**config.mk**
```make
export PLATFORM = sky130hd
export DESIGN_NAME = fill_cmd_sequencer_flat
export DESIGN_NICKNAME = d
export VERILOG_FILES = /design/src/rtl/fill_cmd_if.sv /design/src/rtl/fill_cmd_sequencer.sv /design/src/flat_wrapper.sv
export SDC_FILE = /design/constraint.sdc
export NUM_CORES = 1
export LEC_CHECK = 0
export CAP_MARGIN = 20
export CORE_MARGIN = 2
export CORE_UTILIZATION = 25
export CTS_CLUSTER_SIZE = 20
export DETAILED_ROUTE_END_ITERATION = 8
export GPL_ROUTABILITY_DRIVEN = 0
export PLACE_DENSITY_LB_ADDON = 0.3
export SETUP_SLACK_MARGIN = 0.15
export SLEW_MARGIN = 15
export SYNTH_ARGS = -nofsm -noshare
export SYNTH_HDL_FRONTEND = slang
export SYNTH_SLANG_ARGS = --single-unit
```
**constraint.sdc**
```tcl
create_clock -name clk -period 7.95 [get_ports clk]
set_clock_uncertainty 0.2 [all_clocks]
set_input_delay 1.59 -clock clk [delete_from_list [all_inputs] [get_ports clk]]
set_output_delay 1.59 -clock clk [all_outputs]
set_load 0.05 [all_outputs]
```
**src/rtl/fill_cmd_if.sv**
```systemverilog
// Command and fill-block handshake bundle for fill_cmd_sequencer.
// slave = sequencer view, master = upstream command source plus fill block.
interface fill_cmd_if #(parameter int ROW_W = 12);
  logic             cmd_valid;
  logic             cmd_ready;
  logic [47:0]      cmd_coordinates;
  logic [23:0]      cmd_color;
  logic             cmd_layer;
  logic             cmd_fill_type;
  logic [1:0]       cmd_texture;
  logic [47:0]      coordinates;
  logic [23:0]      color_code;
  logic             layer_num;
  logic             fill_type;
  logic [1:0]       texture_code;
  logic             math_start;
  logic             row_start;
  logic             fill_start;
  logic             fill_done;
  logic             all_finish;
  logic             busy;
  logic             cmd_done;
  logic [ROW_W-1:0] row_count;
  logic             timeout_err;

  modport slave (
    input  cmd_valid, cmd_coordinates, cmd_color, cmd_layer, cmd_fill_type, cmd_texture,
           fill_done, all_finish,
    output cmd_ready, coordinates, color_code, layer_num, fill_type, texture_code,
           math_start, row_start, fill_start, busy, cmd_done, row_count, timeout_err
  );

  modport master (
    output cmd_valid, cmd_coordinates, cmd_color, cmd_layer, cmd_fill_type, cmd_texture,
           fill_done, all_finish,
    input  cmd_ready, coordinates, color_code, layer_num, fill_type, texture_code,
           math_start, row_start, fill_start, busy, cmd_done, row_count, timeout_err
  );
endinterface

```
**src/rtl/fill_cmd_sequencer.sv**
```systemverilog
// Buffers draw commands and sequences math/row/fill strobes into the fill block,
// one command at a time, retiring on all_finish, row-count saturation or timeout.
module fill_cmd_sequencer #(
  parameter int CMD_DEPTH    = 4,
  parameter int MATH_SETTLE  = 2,
  parameter int FILL_TIMEOUT = 255,
  parameter int ROW_W        = 12
) (
  input  logic      clk,
  input  logic      rst,
  fill_cmd_if.slave bus
);
  localparam int PW = $clog2(CMD_DEPTH);
  localparam int CW = PW + 1;
  localparam int SW = (MATH_SETTLE > 1) ? $clog2(MATH_SETTLE) : 1;
  localparam int TW = $clog2(FILL_TIMEOUT + 1);

  localparam logic [3:0] S_IDLE   = 4'd0;
  localparam logic [3:0] S_LOAD   = 4'd1;
  localparam logic [3:0] S_MATH   = 4'd2;
  localparam logic [3:0] S_SETTLE = 4'd3;
  localparam logic [3:0] S_ROW    = 4'd4;
  localparam logic [3:0] S_GAP    = 4'd5;
  localparam logic [3:0] S_FILL   = 4'd6;
  localparam logic [3:0] S_WAIT   = 4'd7;
  localparam logic [3:0] S_RETIRE = 4'd8;

  typedef struct packed {
    logic [47:0] coord;
    logic [23:0] color;
    logic        layer;
    logic        ftype;
    logic [1:0]  tex;
  } cmd_t;

  cmd_t             mem_q [CMD_DEPTH];
  cmd_t             stage_q, stage_d, held_q, held_d, wr_entry;
  logic [PW-1:0]    wr_ptr_q, wr_ptr_d, rd_ptr_q, rd_ptr_d;
  logic [CW-1:0]    count_q, count_d;
  logic             cmd_ready_q, cmd_ready_d;
  logic [3:0]       state_q, state_d;
  logic [SW-1:0]    settle_q, settle_d;
  logic [TW-1:0]    wait_q, wait_d;
  logic [ROW_W-1:0] row_q, row_d, row_inc;
  logic             terr_q, terr_d;
  logic             push, pop;

  assign wr_entry = '{coord: bus.cmd_coordinates, color: bus.cmd_color, layer: bus.cmd_layer,
                      ftype: bus.cmd_fill_type, tex: bus.cmd_texture};

  // cmd_ready is registered from the next count, so a full FIFO refuses even on a pop cycle
  always_comb begin
    push        = bus.cmd_valid && cmd_ready_q;
    pop         = (state_q == S_IDLE) && (count_q != '0);
    count_d     = count_q + CW'(push) - CW'(pop);
    cmd_ready_d = (count_d != CW'(CMD_DEPTH));
    wr_ptr_d    = push ? wr_ptr_q + PW'(1) : wr_ptr_q;
    rd_ptr_d    = pop  ? rd_ptr_q + PW'(1) : rd_ptr_q;
  end

  always_comb begin
    state_d  = state_q;
    stage_d  = stage_q;
    held_d   = held_q;
    row_d    = row_q;
    settle_d = settle_q;
    wait_d   = wait_q;
    terr_d   = terr_q;
    row_inc  = row_q + ROW_W'(1);
    case (state_q)
      S_IDLE: if (pop) begin
        stage_d = mem_q[rd_ptr_q];
        state_d = S_LOAD;
      end
      S_LOAD: begin
        held_d  = stage_q;
        row_d   = '0;
        state_d = S_MATH;
      end
      S_MATH: begin
        settle_d = '0;
        state_d  = (MATH_SETTLE == 0) ? S_ROW : S_SETTLE;
      end
      S_SETTLE: begin
        if (settle_q == SW'(MATH_SETTLE - 1)) state_d = S_ROW;
        else                                  settle_d = settle_q + SW'(1);
      end
      S_ROW:  state_d = S_GAP;
      S_GAP:  state_d = S_FILL;
      S_FILL: begin
        wait_d  = '0;
        state_d = S_WAIT;
      end
      S_WAIT: begin
        if (bus.fill_done) begin
          row_d   = row_inc;
          state_d = (bus.all_finish || row_inc == '1) ? S_RETIRE : S_ROW;
        end else if (wait_q == TW'(FILL_TIMEOUT - 1)) begin
          terr_d  = 1'b1;
          state_d = S_RETIRE;
        end else begin
          wait_d = wait_q + TW'(1);
        end
      end
      S_RETIRE: state_d = S_IDLE;
      default:  state_d = S_IDLE;
    endcase
  end

  always_ff @(posedge clk or posedge rst) begin
    if (rst) begin
      wr_ptr_q    <= '0;
      rd_ptr_q    <= '0;
      count_q     <= '0;
      cmd_ready_q <= 1'b1;
      state_q     <= S_IDLE;
      stage_q     <= '0;
      held_q      <= '0;
      row_q       <= '0;
      settle_q    <= '0;
      wait_q      <= '0;
      terr_q      <= 1'b0;
    end else begin
      wr_ptr_q    <= wr_ptr_d;
      rd_ptr_q    <= rd_ptr_d;
      count_q     <= count_d;
      cmd_ready_q <= cmd_ready_d;
      state_q     <= state_d;
      stage_q     <= stage_d;
      held_q      <= held_d;
      row_q       <= row_d;
      settle_q    <= settle_d;
      wait_q      <= wait_d;
      terr_q      <= terr_d;
    end
  end

  // Storage needs no reset: occupancy is tracked by the pointers and count
  always_ff @(posedge clk) begin
    if (push) mem_q[wr_ptr_q] <= wr_entry;
  end

  // Strobes decode straight from state so reset drops them asynchronously
  assign bus.cmd_ready    = cmd_ready_q;
  assign bus.coordinates  = held_q.coord;
  assign bus.color_code   = held_q.color;
  assign bus.layer_num    = held_q.layer;
  assign bus.fill_type    = held_q.ftype;
  assign bus.texture_code = held_q.tex;
  assign bus.math_start   = (state_q == S_MATH);
  assign bus.row_start    = (state_q == S_ROW);
  assign bus.fill_start   = (state_q == S_FILL);
  assign bus.busy         = (state_q != S_IDLE);
  assign bus.cmd_done     = (state_q == S_RETIRE);
  assign bus.row_count    = row_q;
  assign bus.timeout_err  = terr_q;
endmodule

```
**src/flat_wrapper.sv**
```systemverilog
// flat-port wrapper written by rule: the top's interface ports become plain ports
module fill_cmd_sequencer_flat 
#(
  parameter int CMD_DEPTH    = 4,
  parameter int MATH_SETTLE  = 2,
  parameter int FILL_TIMEOUT = 255,
  parameter int ROW_W        = 12
)
  (clk, rst, bus_cmd_valid, bus_cmd_coordinates, bus_cmd_color, bus_cmd_layer, bus_cmd_fill_type, bus_cmd_texture, bus_fill_done, bus_all_finish, bus_cmd_ready, bus_coordinates, bus_color_code, bus_layer_num, bus_fill_type, bus_texture_code, bus_math_start, bus_row_start, bus_fill_start, bus_busy, bus_cmd_done, bus_row_count, bus_timeout_err);
  fill_cmd_if #(.ROW_W(ROW_W)) bus_i ();
  input  logic clk;
  input  logic rst;
  input wire logic [$bits(bus_i.cmd_valid)-1:0] bus_cmd_valid;
  input wire logic [$bits(bus_i.cmd_coordinates)-1:0] bus_cmd_coordinates;
  input wire logic [$bits(bus_i.cmd_color)-1:0] bus_cmd_color;
  input wire logic [$bits(bus_i.cmd_layer)-1:0] bus_cmd_layer;
  input wire logic [$bits(bus_i.cmd_fill_type)-1:0] bus_cmd_fill_type;
  input wire logic [$bits(bus_i.cmd_texture)-1:0] bus_cmd_texture;
  input wire logic [$bits(bus_i.fill_done)-1:0] bus_fill_done;
  input wire logic [$bits(bus_i.all_finish)-1:0] bus_all_finish;
  output wire logic [$bits(bus_i.cmd_ready)-1:0] bus_cmd_ready;
  output wire logic [$bits(bus_i.coordinates)-1:0] bus_coordinates;
  output wire logic [$bits(bus_i.color_code)-1:0] bus_color_code;
  output wire logic [$bits(bus_i.layer_num)-1:0] bus_layer_num;
  output wire logic [$bits(bus_i.fill_type)-1:0] bus_fill_type;
  output wire logic [$bits(bus_i.texture_code)-1:0] bus_texture_code;
  output wire logic [$bits(bus_i.math_start)-1:0] bus_math_start;
  output wire logic [$bits(bus_i.row_start)-1:0] bus_row_start;
  output wire logic [$bits(bus_i.fill_start)-1:0] bus_fill_start;
  output wire logic [$bits(bus_i.busy)-1:0] bus_busy;
  output wire logic [$bits(bus_i.cmd_done)-1:0] bus_cmd_done;
  output wire logic [$bits(bus_i.row_count)-1:0] bus_row_count;
  output wire logic [$bits(bus_i.timeout_err)-1:0] bus_timeout_err;
  assign bus_i.cmd_valid = bus_cmd_valid;
  assign bus_i.cmd_coordinates = bus_cmd_coordinates;
  assign bus_i.cmd_color = bus_cmd_color;
  assign bus_i.cmd_layer = bus_cmd_layer;
  assign bus_i.cmd_fill_type = bus_cmd_fill_type;
  assign bus_i.cmd_texture = bus_cmd_texture;
  assign bus_i.fill_done = bus_fill_done;
  assign bus_i.all_finish = bus_all_finish;
  assign bus_cmd_ready = bus_i.cmd_ready;
  assign bus_coordinates = bus_i.coordinates;
  assign bus_color_code = bus_i.color_code;
  assign bus_layer_num = bus_i.layer_num;
  assign bus_fill_type = bus_i.fill_type;
  assign bus_texture_code = bus_i.texture_code;
  assign bus_math_start = bus_i.math_start;
  assign bus_row_start = bus_i.row_start;
  assign bus_fill_start = bus_i.fill_start;
  assign bus_busy = bus_i.busy;
  assign bus_cmd_done = bus_i.cmd_done;
  assign bus_row_count = bus_i.row_count;
  assign bus_timeout_err = bus_i.timeout_err;
  fill_cmd_sequencer #(.CMD_DEPTH(CMD_DEPTH), .MATH_SETTLE(MATH_SETTLE), .FILL_TIMEOUT(FILL_TIMEOUT), .ROW_W(ROW_W)) u_core (.clk(clk), .rst(rst), .bus(bus_i));
endmodule
```
Yosys cells after proc, flatten, opt, wreduce, memory -nomap -nowiden
Memory sizes are Yosys's and may differ from the RTL's. A register that Yosys moved wholly into a read port is not among the register bits.
Index checks and enable logic that the tools add are counted.
- add/subtract/negate cells: 7
- equality and inequality tests: 17
- multiplexer cells: 15
- bitwise operators: 1
- reductions and logical operators: 14
- operators by type and width (cell ; number):
    4-bit case mux with 8 select lines ; 1
    12-bit case mux with 2 select lines ; 1
    4-bit 2-to-1 mux ; 5
    4-bit by 3-bit == test with 1-bit output, second input constant ; 4
    8-bit 2-to-1 mux ; 2
    8-bit case mux with 2 select lines ; 1
    12-bit by 1-bit adder with 12-bit output, second input constant ; 1
    12-bit == test, second input constant ; 1
    12-bit 2-to-1 mux ; 1
    3-bit AND reduction ; 3
    8-bit by 1-bit adder with 8-bit output, second input constant ; 1
    4-bit by 2-bit == test with 1-bit output, second input constant ; 2
    8-bit == test, second input constant ; 1
    2-bit != test, second input constant ; 3
    2-bit nonzero test ; 3
    2-bit by 1-bit adder with 2-bit output, second input constant ; 2
    4-bit by 1-bit == test with 1-bit output, second input constant ; 1
    4-bit == test, second input constant ; 1
    4-bit zero test ; 1
    2-bit by 1-bit != test with 1-bit output, second input constant ; 2
    2-bit AND reduction ; 2
    4-bit nonzero test ; 1
    3-bit by 1-bit adder with 3-bit output ; 1
    1-bit 2-to-1 mux ; 3
    9 further kinds ; 10
- register bits after elaboration: 110
- bits in writable memories: 304
- input bits: 81
- logic and storage cells: 69
- memories kept: 1
- memory list (memory ; depth ; width ; read ports ; clocked after Yosys merged registers in ; write ports ; RTL line ; RTL):
    u_core.mem_q ; 4 ; 76 ; 1 ; 1 ; 1 ; fill_cmd_sequencer.sv:36 ; cmd_t mem_q [CMD_DEPTH];

Logic depth before layout (Yosys ltp)
Gate-level depths: netlist of run 1.
- word-level depth: 6
- gate-level depth with buffers: 14
- depth with buffers taken out: 11

Least setup slack after synthesis of run 1
Ideal clock, no wire load.
- path kind: in2reg
- start point: input port bus_cmd_valid
- end point: memory u_core.mem_q[0][0] (netlist bit) (enable)
- setup time: 443 ps
- arrival: 3415 ps
- required time: 7307 ps
- path slack: 3892 ps
- stages: 1
- buffers on the path: 0
- cell sequence: and3_1
- word-level cells in the longest chain between the ends: 3
- RTL lines (what ; RTL line ; RTL):
    start: declaration ; flat_wrapper.sv:13 ; input wire logic [$bits(bus_i.cmd_valid)-1:0] bus_cmd_valid;
    1-bit logical AND ; fill_cmd_sequencer.sv:53 ; push = bus.cmd_valid && cmd_ready_q;
    1-bit 2-to-1 mux ; fill_cmd_sequencer.sv:140 ; if (push) mem_q[wr_ptr_q] <= wr_entry;
    1-bit 2-to-1 mux (not written as such) ; fill_cmd_sequencer.sv:140 ;
    end: declaration ; fill_cmd_sequencer.sv:36 ;
Every way passes these cells.

Worst setup path in the final report of run 1
- start point: register u_core.state_q[0]
- end point: output port bus_fill_start
- word-level cells in the longest chain between the ends: 1
- RTL lines (what ; RTL line ; RTL):
    start: declaration ; fill_cmd_sequencer.sv:41 ; logic [3:0] state_q, state_d;
    start signal: assignment ; fill_cmd_sequencer.sv:128 ; state_q <= state_d;
    4-bit by 3-bit == test with 1-bit output ; fill_cmd_sequencer.sv:152 ; assign bus.fill_start = (state_q == S_FILL);
    end: declaration ; flat_wrapper.sv:29 ; output wire logic [$bits(bus_i.fill_start)-1:0] bus_fill_start;
Every way passes these cells.

==> results.md, run 1 <==
- Status: finished clean
- Initial core utilization: 0.251
- Fin area: 0.0233 mm²
- DR iter-0 viols: 600
- Peak Freq: 0.214 GHz
- Seq. cell area: 0.0138 mm²
- DR pass1 iterations: 5
- Hold Crit Depth: 1
- CTS Buffer Depth: 3
- Hold WC Path Type: flip-flop to flip-flop
- Post-synth EDFFs: 304
- I/O pin count: 176
- Gr usage total: 0.112
- Sum Neg Setup Slack: 0 ns
- # hold bufs at CTS: 0
- Syn avg cell area: 16.9 µm²
- RR Startpoint: u_core.state_q[1]$_DFFE_PP0P_
- Clk root buf: clkbuf_16
- Total number of vias: 9808
- Synth Instances: 1099
- CTS tree: yes
- Via density: 4.25
- Met1 WL: 18.6 mm
- Reg clk slew, reported paths: 0.06 ns
- Syn. warnings: 0
- RSZ-0062 raised after global routing: no
- Final setup fails: 0
- Hold path start: u_core.bus.timeout_err$_DFFE_PP0P_
- Number of max-cap violations: 0
- Sequential-to-total area share from yosys stat: 0.741
- Synth unique cells: 53
- Layout Nets: 1379
- Fraction of layout cells with a size suffix above 1: 0.200
- WP data required: 6.16 ns
- Critical path class: flip-flop to primary output
- Peak supply drop: 0.153 mV
- Final Critical Period: 4.66 ns
- Setup Buffers After CTS: 0
- Multi-input gate area: 0.00454 mm²
- Post-synthesis async set-or-reset flop share: 0.380
- Die Footprint: 0.0766 mm²
- Placement Cell Area: 0.0214 mm²
- Critical path's top delay family: buffers and inverters
- Antenna violations before repair: 14
- Slowest Stage Delay on Critical Path: 0.93 ns
- TritonCTS Buffers: 54
- Slowest stage cell, crit path: clkdlybuf4s50_1
- CP Capture Type: primary output
- Num Clock Sinks: 490
- Routed met2 length: 20.6 mm
- R2R Setup Slk: 4.63 ns
- Die width: 277 µm
- Synth Register Bits: 490
- Dpl hpwl: 25.4 mm
- Worst setup SP type: flip-flop
- Post-CTS Resized: 0
- Htree depth: 2
- Worst path depth: 3
- Cell Area, Synth: 0.0186 mm²
- First-pass GRT wire length: 65.6 mm
- Pin count of the biggest net entering global routing: 101
- WL met3: 2.67 mm
- Slew margin rel.: 0.308
- Area delta synth->final: 25.1%
- CP Max Fanout: 12
- Arr. time, crit path: 2.87 ns
- Remaining DRCs: 0
- Layout filler cell count: 7263
- Crit-path cells: nand2b_1 -> nor2_1 -> clkdlybuf4s50_1
- Final Cycle Share: 0.587
- Port buffer count: 175
- Fin. max-slew vios: 0
- Final core utilization: 0.314
- Syn_nets: 1191
- Clock Latency Late Sink: 0.59 ns
- Non-Filler Instances: 2308
- Worst path bufs/invs: 1
- Vias in the first global route: 10500
- Die Y: 277 µm
- Reg-to-reg endpoint: u_core.bus.cmd_ready$_DFF_PP1_
- R2R depth: 11
- Drt total wl: 43.0 mm
- Pwr Density: 403 mW/mm²
- Uppermost routed layer: met5
- Row cnt: 100
- Grt ovf: 0
- Leak: 8.52 nW
- Routed Antenna Nets: 0
- Slew @ Worst Pin: 1.04 ns
- Total power: 9.37 mW
- Hold path endpoint: u_core.bus.timeout_err$_DFFE_PP0P_
- Placed cells: 2200
- Final Hold Viols: 0
- Core Region: 0.0741 mm²
- DR WL/cell: 18.6 µm
- Ys flop type: edfxtp_1
-- sequential cells by signal (all words and copies together), names as in the netlist --
| register | cells |
|---|---|
| u_core.bus.layer_num | 1 |
| u_core.wr_ptr_q | 2 |
| u_core.bus.texture_code | 2 |
| u_core.bus.cmd_ready | 1 |
| u_core.state_q | 4 |
| u_core.count_q | 3 |
| u_core.bus.color_code | 24 |
| u_core.bus.timeout_err | 1 |
| u_core.bus.fill_type | 1 |
| u_core.bus.row_count | 12 |
| u_core.stage_q | 76 |
| u_core.settle_q | 1 |
| u_core.rd_ptr_q | 2 |
| u_core.wait_q | 8 |
| u_core.mem_q | 304 |
| u_core.bus.coordinates | 48 |
-- cells in the mapped netlist, types with 3 or more instances --
library cell | number | area [µm²]
nor3_1 | 6 | 30.0
xnor2_1 | 5 | 43.8
buf_2 | 24 | 120
o31ai_1 | 3 | 22.5
a21oi_1 | 9 | 45.0
xor2_1 | 7 | 61.3
nand3b_1 | 3 | 22.5
buf_4 | 4 | 30.0
dfrtp_1 | 185 | 4630
clkbuf_1 | 22 | 82.6
nand4_1 | 6 | 37.5
ha_1 | 10 | 125
and2_1 | 3 | 18.8
nand2b_1 | 3 | 18.8
mux2_2 | 77 | 867
a21o_1 | 3 | 22.5
and3_1 | 4 | 25.0
a31oi_1 | 3 | 18.8
nor2_2 | 3 | 18.8
mux4_2 | 76 | 1710
nand3_1 | 6 | 30.0
o21ai_0 | 22 | 110
nand2_1 | 250 | 938
edfxtp_1 | 304 | 9130
nor2_1 | 12 | 45.0
inv_1 | 14 | 52.6
-- area by class of cell --
| class | count | area share |
|---|---|---|
| sequential | 490 | 0.593 |
| multi-input combinational | 542 | 0.195 |
| timing repair buffer | 185 | 0.0790 |
| clock buffer | 78 | 0.0667 |
| tap | 969 | 0.0521 |
| clock inverter | 23 | 0.0110 |
| inverter | 14 | 0.00258 |
| antenna | 7 | 0.000753 |
-- how the worst max path moves through the flow --
stage	end	slack, ns	start
after floorplan	u_core.bus.color_code[0]$_DFFE_PP0P_	1.10	rst
after global placement	u_core.mem_q[1][19]$_DFFE_PP_	3.83	bus_cmd_valid
after detailed placement	u_core.mem_q[0][28]$_DFFE_PP_	3.84	bus_cmd_valid
after CTS	bus_fill_start	3.24	u_core.state_q[1]$_DFFE_PP0P_
after global routing	bus_fill_start	3.10	u_core.state_q[1]$_DFFE_PP0P_
final	bus_fill_start	3.29	u_core.state_q[0]$_DFFE_PP0P_
-- metrics by stage --
stage | hold WS (ns) | worst slack (ns)
after floorplan | 0.235 | 1.10
after global placement | 0.247 | 3.83
after detailed placement | 0.247 | 3.84
after CTS | 0.262 | 3.24
after global routing | 0.284 | 3.10
final | 0.262 | 3.29
-- power breakdown --
part	leakage, nW	internal (mW)	switching [mW]	total [mW]
clock network	0.880	1.49	1.01	2.50
registers	5.08	3.47	0.406	3.88
logic	2.55	1.23	1.77	3.00
total	8.52	6.19	3.19	9.37
-- layout by cell type (no fill, tap or decap), types with 3 or more instances in the layout --
cell,synthesis,final
a21o_1,3,3
a21oi_1,9,9
a31oi_1,3,3
and2_1,3,3
and3_4,0,4
buf_4,4,9
bufinv_16,0,4
clkbuf_1,22,14
clkbuf_16,0,55
clkbuf_8,0,9
clkdlybuf4s50_1,0,175
clkinv_1,0,3
clkinv_2,0,8
clkinvlp_4,0,3
dfrtp_1,185,183
diode_2,0,7
edfxtp_1,304,304
ha_1,10,10
inv_1,14,13
mux2_2,77,77
mux4_2,76,76
nand2_1,250,250
nand2b_1,3,3
nand3_1,6,6
nand3b_1,3,3
nand4_1,6,6
nor2_1,12,12
nor3_1,6,6
o21ai_0,22,22
o31ai_1,3,3
xnor2_1,5,5
xor2_1,7,7
-- layer usage --
metal,GRT usage,vias to the layer above
met3,0.0349,77
met5,0,-
met2,0.184,173
met4,0.0341,20
li1,-,4457
met1,0.142,5081
-- kinds of logic (layout without fill, tap and decap cells) --
group                      Yosys count  count (layout)  share of synthesized area
adders and majority gates           11              11                    0.00780
and+or+nand+nor                    312             312                     0.0719
muxes                              153             153                      0.139
AOI/OAI and AO/OA                   54              54                     0.0185
buffers and inverters               67             300                     0.0163
xor gates and xnor gates            12              12                    0.00565
DFF                                490             490                      0.741
other                                0               7                          0
(Power assumes the default switching activity.)
==> inputs of run 2 (changes only) <==
==> constraint.sdc (replaced) <==
create_clock -name clk -period 4.15 [get_ports clk]
set_clock_uncertainty 0.2 [all_clocks]
set_input_delay 0.83 -clock clk [delete_from_list [all_inputs] [get_ports clk]]
set_output_delay 0.83 -clock clk [all_outputs]
set_load 0.05 [all_outputs]
==> run 2 against run 1 <==
  * Wire length is 0.31% higher
  * First-iteration DRC count is 9.3% lower
  * Register-to-register slack worse by 3.1 ns
  * Clock-buffer cell count is 1 lower
  * Setup slack worse by 2.7 ns
  * Core utilization is 0.33 points higher
  * Highest routed layer unchanged
  * Hold slack worse by 0.0065 ns
  * Global-route usage is 0.11 points higher
  * Sequential cell count stayed put
  * Combinational power is 95% higher
==> results.md, run 2 (synthesized netlist as in run 1, its figures left out) <==
- First-pass GRT wire length: 66.0 mm
- Peak Freq: 0.282 GHz
- Die width: 277 µm
- Port buffer count: 175
- Die Y: 277 µm
- Layout Nets: 1398
- Peak supply drop: 0.375 mV
- Layout filler cell count: 7246
- Number of max-cap violations: 0
- CTS Buffer Depth: 3
- Worst setup SP type: flip-flop
- Final Hold Viols: 0
- Clock Latency Late Sink: 0.60 ns
- Fraction of layout cells with a size suffix above 1: 0.208
- Dpl hpwl: 26.2 mm
- Final setup fails: 0
- Gr usage total: 0.113
- Total power: 18.2 mW
- Critical path class: flip-flop to primary output
- Fin. max-slew vios: 0
- DR WL/cell: 18.6 µm
- Grt ovf: 0
- Die Footprint: 0.0766 mm²
- Routed Antenna Nets: 0
- Largest register by flop count: u_core.mem_q
- Sum Neg Setup Slack: 0 ns
- Core Region: 0.0741 mm²
- I/O pin count: 176
- Vias in the first global route: 10600
- Clk root buf: clkbuf_16
- Slew margin rel.: 0.370
- Final Cycle Share: 0.854
- RSZ-0062 raised after global routing: no
- Final Critical Period: 3.55 ns
- Row cnt: 100
- Remaining DRCs: 0
- DR pass1 iterations: 5
- Antenna violations before repair: 6
- Reg clk slew, reported paths: 0.06 ns
- Arr. time, crit path: 2.52 ns
- Status: finished clean
- # hold bufs at CTS: 0
- Most frequent cells in the layout: 304 x edfxtp_1, 250 x nand2_1, 183 x dfrtp_1
- DR iter-0 viols: 544
- WP data required: 3.12 ns
- Drt total wl: 43.1 mm
- Initial core utilization: 0.251
- TritonCTS Buffers: 54
- Pwr Density: 773 mW/mm²
- Max FFs per register: 304
- Via density: 4.24
- Leak: 8.64 nW
- CP Capture Type: primary output
- Pin count of the biggest net entering global routing: 79
- Setup Buffers After CTS: 0
- Area delta synth->final: 26.5%
- Total number of vias: 9848
- CTS tree: yes
- Num Clock Sinks: 490
- Hold WC Path Type: flip-flop to flip-flop
- Post-CTS Resized: 0
- Commonest non-fill, non-tap cell in the layout: edfxtp_1
- CP Max Fanout: 11
- Htree depth: 2
- Slew @ Worst Pin: 0.942 ns
-- run 2: routing by layer --
| metal | up-vias | global-route usage | wire length [µm] | part of all wire |
|---|---|---|---|---|
| met4 | 8 | 0.0307 | 833 | 0.019 |
| met3 | 73 | 0.0259 | 1950 | 0.045 |
| li1 | 4490 | - | - | - |
| met2 | 182 | 0.191 | 21000 | 0.49 |
| met5 | - | 0 | 53 | 0.0012 |
| met1 | 5095 | 0.146 | 19300 | 0.45 |
-- run 2: final timing paths --
| check | startpoint | endpoint | slack [ns] | depth (start not counted) |
|---|---|---|---|---|
| min reg2reg | u_core.bus.timeout_err$_DFFE_PP0P_ | u_core.bus.timeout_err$_DFFE_PP0P_ | 0.26 | 1 |
| max | u_core.state_q[3]$_DFFE_PP0P_ | bus_fill_start | 0.60 | 4 |
| min in group asynchronous | rst | u_core.wait_q[3]$_DFFE_PP0P_ | 0.56 | 2 |
| max in group asynchronous | rst | u_core.stage_q[56]$_DFFE_PP0P_ | 2.32 | 3 |
| min | u_core.bus.timeout_err$_DFFE_PP0P_ | u_core.bus.timeout_err$_DFFE_PP0P_ | 0.26 | 1 |
| max reg2reg | u_core.state_q[3]$_DFFE_PP0P_ | u_core.bus.cmd_ready$_DFF_PP1_ | 1.51 | 11 |
-- run 2: worst max-delay path, cell delays in order (launching register included) --
cell,delay (ns)
dfrtp_1,0.51
nand2b_1,0.24
nor2_1,0.14
buf_4,0.20
clkdlybuf4s50_1,0.82
-- run 2: final cells by class --
type	count	area, µm²	share of cell area
flip-flops and latches	490	13800	0.586
inverters	14	56.3	0.00239
clock buffers	77	1520	0.0646
clock inverters	24	298	0.0127
repair buffers	204	2090	0.0891
well taps	969	1210	0.0516
multi-input cells	542	4540	0.193
diodes	1	2.50	0.000106
-- run 2: report_power, final --
| part | total, mW | internal, mW | switching, mW |
|---|---|---|---|
| combinational | 5.84 | 2.47 | 3.37 |
| sequential | 7.50 | 6.64 | 0.862 |
| clock | 4.83 | 2.87 | 1.97 |
| total | 18.2 | 12.0 | 6.20 |
-- run 2: metrics by stage --
stage | setup slack (ns) | instance area (µm²) | instances | utilization | hold slack [ns]
4_1_cts | 0.542 | 23500 | 2320 | 0.317 | 0.260
3_5_place_dp | 1.13 | 21700 | 2219 | 0.293 | 0.250
3_3_place_gp | 1.16 | 21700 | 2219 | 0.293 | 0.247
2_1_floorplan | 0.728 | 18600 | 1099 | - | 0.235
6_report | 0.605 | 23500 | 2321 | 0.318 | 0.256
5_1_grt | 0.415 | 23500 | 2321 | 0.318 | 0.282
